==> config.mk <==
export PLATFORM = sky130hd
export DESIGN_NAME = if_stage
export DESIGN_NICKNAME = d
export VERILOG_FILES = /design/src/rtl/if_stage.sv
export SDC_FILE = /design/constraint.sdc
export NUM_CORES = 1
export LEC_CHECK = 0
export BUFFER_PORTS_ARGS = -buffer_cell sky130_fd_sc_hd__buf_2
export CAP_MARGIN = 0
export CORE_UTILIZATION = 49
export CTS_BUF_LIST = sky130_fd_sc_hd__clkbuf_4 sky130_fd_sc_hd__clkbuf_8 sky130_fd_sc_hd__clkbuf_16
export DETAILED_ROUTE_END_ITERATION = 7
export PLACE_DENSITY = 0.85
export SETUP_SLACK_MARGIN = 0.1
export SYNTH_ARGS = -nofsm -noshare
export SYNTH_HDL_FRONTEND = slang
export SYNTH_SLANG_ARGS = --single-unit
export TNS_END_PERCENT = 5
==> constraint.sdc <==
create_clock -name clk -period 5.65 [get_ports clk]
set_input_delay 0.2825 -clock clk [delete_from_list [all_inputs] [get_ports clk]]
set_output_delay 0.2825 -clock clk [all_outputs]
set_load 0.1 [all_outputs]
==> src/rtl/if_stage.sv <==
// Instruction-fetch stage: owns the PC, drives the SRAM-like instruction bus with
// at most one request outstanding, and presents {pc, inst, exception_type} to if_id.
// Handles stall hold, taken-branch redirect, exception flush/redirect and AdEL
// detection on misaligned fetch addresses.
module if_stage #(
  parameter logic [31:0] RESET_PC = 32'hBFC0_0000,
  parameter int          ADEL_BIT = 14
) (
  input  logic        clk,
  input  logic        rst,
  input  logic [3:0]  stall,
  input  logic        exception,
  input  logic [31:0] exception_pc,
  input  logic        branch_flag,
  input  logic [31:0] branch_target,
  output logic        inst_req,
  output logic [31:0] inst_addr,
  input  logic        inst_addr_ok,
  input  logic        inst_data_ok,
  input  logic [31:0] inst_rdata,
  output logic        valid_o,
  output logic [31:0] pc_o,
  output logic [31:0] inst_o,
  output logic [31:0] exception_type_o
);

  typedef enum logic [1:0] {
    S_REQ  = 2'd0,  // issue a request for pc
    S_WAIT = 2'd1,  // request accepted, awaiting read data
    S_OUT  = 2'd2,  // instruction presented to if_id
    S_DROP = 2'd3   // flushed while a request is in flight; swallow its data
  } state_t;

  state_t      state_q, state_d;
  logic [31:0] pc_q,    pc_d;
  logic [31:0] inst_q,  inst_d;
  logic [31:0] exc_q,   exc_d;

  logic        misaligned;
  logic [31:0] adel_flag;

  assign misaligned = (pc_q[1:0] != 2'b00);
  assign adel_flag  = 32'd1 << ADEL_BIT;

  // Bus request side: a misaligned PC never reaches the bus, and nothing is
  // requested while reset is asserted.
  assign inst_req  = rst && (state_q == S_REQ) && !misaligned;
  assign inst_addr = pc_q;

  // Presentation side: everything reads zero unless an instruction is held.
  assign valid_o          = rst && (state_q == S_OUT);
  assign pc_o             = valid_o ? pc_q   : 32'd0;
  assign inst_o           = valid_o ? inst_q : 32'd0;
  assign exception_type_o = valid_o ? exc_q  : 32'd0;

  // Next-state / next-PC logic; exception flush takes priority over everything.
  always_comb begin
    state_d = state_q;
    pc_d    = pc_q;
    inst_d  = inst_q;
    exc_d   = exc_q;

    if (exception) begin
      pc_d = exception_pc;
      case (state_q)
        // An accepted request still owes us a data beat, so drain it.
        S_REQ:   state_d = (inst_req && inst_addr_ok) ? S_DROP : S_REQ;
        S_WAIT:  state_d = inst_data_ok ? S_REQ : S_DROP;
        S_OUT:   state_d = S_REQ;
        S_DROP:  state_d = inst_data_ok ? S_REQ : S_DROP;
        default: state_d = S_REQ;
      endcase
    end else begin
      case (state_q)
        S_REQ: begin
          if (misaligned) begin
            // Address error: present a null instruction flagged AdEL.
            inst_d  = 32'd0;
            exc_d   = adel_flag;
            state_d = S_OUT;
          end else if (inst_addr_ok) begin
            exc_d   = 32'd0;
            state_d = S_WAIT;
          end
        end
        S_WAIT: begin
          if (inst_data_ok) begin
            inst_d  = inst_rdata;
            exc_d   = 32'd0;
            state_d = S_OUT;
          end
        end
        S_OUT: begin
          // if_id samples us only when the whole pipe is unstalled.
          if (stall == 4'b0000) begin
            pc_d    = branch_flag ? branch_target : (pc_q + 32'd4);
            state_d = S_REQ;
          end
        end
        S_DROP: begin
          if (inst_data_ok) state_d = S_REQ;
        end
        default: state_d = S_REQ;
      endcase
    end
  end

  // State and datapath registers with synchronous active-low reset.
  always_ff @(posedge clk) begin
    if (!rst) begin
      state_q <= S_REQ;
      pc_q    <= RESET_PC;
      inst_q  <= 32'd0;
      exc_q   <= 32'd0;
    end else begin
      state_q <= state_d;
      pc_q    <= pc_d;
      inst_q  <= inst_d;
      exc_q   <= exc_d;
    end
  end

endmodule

Yosys cells after proc, flatten, opt, wreduce, memory -nomap -nowiden
Index checks and enable logic that the tools add are counted.

operators by class
  bitwise gates (word level) = 1
  eq/ne operators = 10
  reductions and logical operators = 16
  muxes and demuxes = 24
  $add $sub $neg = 1

operators by type and width
  operator                                               number
  two-way mux 32 bit                                     12
  one-hot mux 32 bit (2 select lines)                    2
  adder 32 x 3 -> 32 bit, second input constant          1
  two-way mux 2 bit                                      8
  AND reduction 4 bit                                    3
  inequality test 3 bit, second input constant           3
  one-hot mux 2 bit (4 select lines)                     1
  nonzero test 2 bit                                     4
  one-hot mux 2 bit (3 select lines)                     1
  == test 2 bit, second input constant                   2
  logical AND 1 bit                                      4
  logical NOT 4 bit                                      1
  inequality test 2 bit, second input constant           2
  inequality test 4 bit, second input constant           1
  inequality test 3 x 2 -> 1 bit, second input constant  1
  == test 2 x 1 -> 1 bit, second input constant          1
  logical NOT 2 bit                                      1
  AND reduction 2 bit                                    1
  OR reduction 2 bit                                     1
  logical NOT 1 bit                                      1
  NOT 1 bit                                              1

storage, ports and cells
  output and inout bits = 130
  input bits = 106
  register bits after elaboration = 98

Longest topological paths before layout
  depth in word-level cells = 7
  depth in mapped cells = 7

Least setup slack after synthesis
OpenSTA, ideal clock, no wires.

  path type = reg2out
  from = register pc_q[0], in the netlist inst_addr[0]
  to = output port inst_req
  slack = 2139 ps
  cell stages (with the launch flop) = 3
  path buffers = 0
  arrival time = 3229 ps
  data required time = 5368 ps
  path through = dfxtp_1 -> or3_1 -> nor3_1

on the way
  word-level cells in the longest chain between the ends = 3

RTL lines
  element                   line  text
  start: declaration        35    logic [31:0] pc_q, pc_d;
  start signal: assignment  117   pc_q <= pc_d;
  nonzero test 2 bit        42    assign misaligned = (pc_q[1:0] != 2'b00);
  logical NOT 1 bit         47    assign inst_req = rst && (state_q == S_REQ) && !misaligned;
  logical AND 1 bit         47
  end: declaration          16    output logic inst_req,

No other way between the ends.

Final worst setup path
  from = register state_q[1]
  to = register pc_q[18], in the netlist inst_addr[18]

on the way
  word-level cells in the longest chain between the ends = 3

RTL lines
  element                               line  text
  start: declaration                    34    state_t state_q, state_d;
  start signal: assignment              116   state_q <= state_d;
  == test 2 bit                         74    case (state_q)
  nonzero test 2 bit (no source line)   n/a
  AND reduction 2 bit (no source line)  n/a

No other way between the ends.
A chain may end at the register's enable or synchronous reset.

==> results_dict.tcl <==
set metrics [dict create \
    placementRows 34 \
    setup.worst_path.start_class "flip-flop" \
    dr.pass1.iters 5 \
    initialDrtViolationCount 369 \
    cts-root-buf "sky130_fd_sc_hd__clkbuf_8" \
    drt-total-wl_um 14430 \
    post_route_antenna_net_violation_count 0 \
    minimum_clock_period_ns 3.192 \
    post-synth-top-area-cell "sky130_fd_sc_hd__dfxtp_1" \
    cts.reportedPaths.clkPinSlew_ns 0.09 \
    power_density_nw_per_um2 267.7 \
    p_leak_nw 2.725 \
    grt_max_degree 88 \
    hold_viol 0 \
    ir_drop_mv 0.1372 \
    outcome "complete, no violations" \
    clock_latency_ns 0.35 \
    routed_wire_length_per_instance_um 16.28 \
    synth_enable_flop_cells 0 \
    vias_per_cell 6.005 \
    nNetsFinal 880 \
    switching_share_pct 43.34 \
    grt-ovfl-total 0 \
    antenna_cells 0 \
    synthesis.yosys.warnings 0 \
    setup-violations-final 0 \
    pwr-share-comb_pct 33.4 \
    detailedPlace.worstSlack_ns 2.550 \
    area_growth_pct 24.53 \
    min_period_over_period_pct 56.49 \
    ioPinCount 236 \
    netSwitchingPower_mw 0.6374 \
    gr-usage-all-layers_pct 29.71 \
    route.vias.total 5320 \
    ys_dominant_reg_cell "sky130_fd_sc_hd__dfxtp_1" \
    layout-drive-gt1-share_pct 30.21 \
    timing_worst_slew_pin_value_ns 1.249 \
    critical_path_required_ns 5.91 \
    seq_power_share_pct 35.6 \
    max_freq_ghz 0.3133 \
    vias_in_the_first_global_route 4914 \
    antenna_found_initial 0 \
    synth_seq_area_share_pct 30.40 \
    numCtsBuffers 9 \
    critical_path_peak_fanout 69 \
    drv_slew 0 \
    post_synth_main_area_contributors "sky130_fd_sc_hd__dfxtp_1 (30%), sky130_fd_sc_hd__and3_1 (10%), sky130_fd_sc_hd__a21oi_1 (7.3%)" \
    setup_skew_ns 0.01149 \
    design.core.area_um2 8721 \
    setup.worst_path.end_class "flip-flop" \
    portBuffers 204 \
    cts_sinks 67 \
    post_cts.resized_instances 0 \
    synth_cell_types 60 \
    gp_congestion 0.9723 \
    drc_violations_left 0 \
    die_y_um 96.89 \
    hold-worst-slack_ns 0.1510 \
    cts_hold_buffers 0 \
    tritoncts "done" \
    cell_area_after_synthesis_um2 4412 \
    clk_path_buf_depth 2 \
    wire_length_of_the_first_global_routing_pass_um 23160 \
    relSlewSlack_pct 16.37 \
    power.internal_mw 0.8335 \
    setup_total_negative_slack_ns 0 \
    floorplan.initialDensity_pct 50.59 \
    cp.arrival_ns 3.45 \
    final_common_cell "sky130_fd_sc_hd__buf_2" \
    timing.max_cap.violations 0 \
    number_of_buffers_inserted_to_repair_setup_after_cts 0 \
    syn_inst 609 \
    die_area_um2 9387 \
    min-delay-path-class "input pin to flip-flop" \
    dieWidth_um 96.89 \
    place.detailed.hpwl_um 9886 \
    share_clk_of_total_power_pct 31.0 \
    synth_top_cell_area_share_pct 30.40 \
    criticalPathCategory "flip-flop to flip-flop" \
    h-tree-depth 3 \
    postSynth.asyncResetShare_pct 0 \
    rsz0062_at_grt "false" \
    post_synthesis_register_bit_count 67 \
    post-route-worst-setup-slack_ns 2.458 \
    avgSynthCellArea_um2 7.244 \
    commonest_non_fill_non_tap_cells_in_the_layout "sky130_fd_sc_hd__buf_2 (204), sky130_fd_sc_hd__and3_1 (73), sky130_fd_sc_hd__nand2_1 (70)" \
]
## registers in the layout, indices dropped and copies added, names as in the netlist
register / count
exc_q: 1
inst_addr: 32
inst_q: 32
state_q: 2
## area by class of cell
cell class / count / area (µm²)
clock buffers: 9 / 123.9
clock inverters: 7 / 101.3
inverters: 7 / 26.28
fillers: 808 / 3227
repair buffers: 209 / 1059
multi-input cells: 479 / 2708
flip-flops and latches: 67 / 1341
well taps: 108 / 135.1
## cell families (layout without fill, tap and decap cells)
family                   after synthesis  in the layout  share of synthesized area (%)
buffers and inverters                 93            232                          11.06
other                                  1             31                        0.08500
adder cells (fa/ha/maj)                1              1                         0.2836
flip-flops                            67             67                          30.40
AND/OR/NAND/NOR                      284            284                          34.20
multiplexers                           9              9                          2.042
AO/OA/AOI/OAI                        154            154                          21.92
## worst max-delay path: stages (launching register included)
cell and delay [ns]:
sky130_fd_sc_hd__dfxtp_1 0.54, sky130_fd_sc_hd__and2b_2 0.87, sky130_fd_sc_hd__nand2_1 0.79, sky130_fd_sc_hd__nand2_1 0.53, sky130_fd_sc_hd__o22ai_1 0.16, sky130_fd_sc_hd__a211oi_1 0.20
## metal layers
| layer | share of wire, % | vias up | GRT usage (%) |
|---|---|---|---|
| met5 | 0 | - | 0 |
| met4 | 2.4 | 0 | 13.55 |
| met3 | 9.7 | 42 | 8.382 |
| met2 | 48 | 306 | 50.54 |
| met1 | 40 | 2471 | 34.50 |
| li1 | - | 2501 | - |
## final timing paths
path / cells after the start / slack (ns) / endpoint / start
min: 3 / 0.15 / inst_addr[31]$_SDFFE_PN1P_ / exception_pc[31]
min reg2reg: 2 / 0.45 / inst_q[15]$_SDFFE_PN0P_ / inst_q[15]$_SDFFE_PN0P_
max reg2reg: 5 / 2.46 / inst_addr[18]$_SDFFE_PN0P_ / state_q[1]$_SDFFE_PN0P_
max: 5 / 2.46 / inst_addr[18]$_SDFFE_PN0P_ / state_q[1]$_SDFFE_PN0P_
## power groups by stage
stage                     clock network (mW)  registers, mW  logic, mW
after floorplan                            0          0.632      0.307
after global placement                     0          0.532      0.483
after detailed placement                   0          0.534      0.487
after CTS                              0.461          0.523      0.488
after global routing                   0.476          0.527      0.514
final                                  0.456          0.524      0.491
## cells in the mapped netlist (all sizes together) (7+ instances only)
cell type and number:
nand4 10, nand3 55, mux2i 9, dfxtp 67, and3 73, and4 7, o2111ai 7, o21ai 24
a21oi 64, a31oi 8, nor4 8, buf 44, nand2 71, clkbuf 42, nor3 16, nor2 28
## stage by stage
step | total power [mW] | cells | utilization [%] | area (µm²)
detailed placement | 1.021 | 870 | 60.42 | 5269
global route | 1.517 | 886 | 63.00 | 5494
finish | 1.471 | 886 | 63.00 | 5494
global placement | 1.014 | 870 | 60.42 | 5269
floorplan | 0.9390 | 639 | - | 4524
CTS | 1.472 | 886 | 63.00 | 5494
Note: power is estimated with default switching activity, not from simulation.
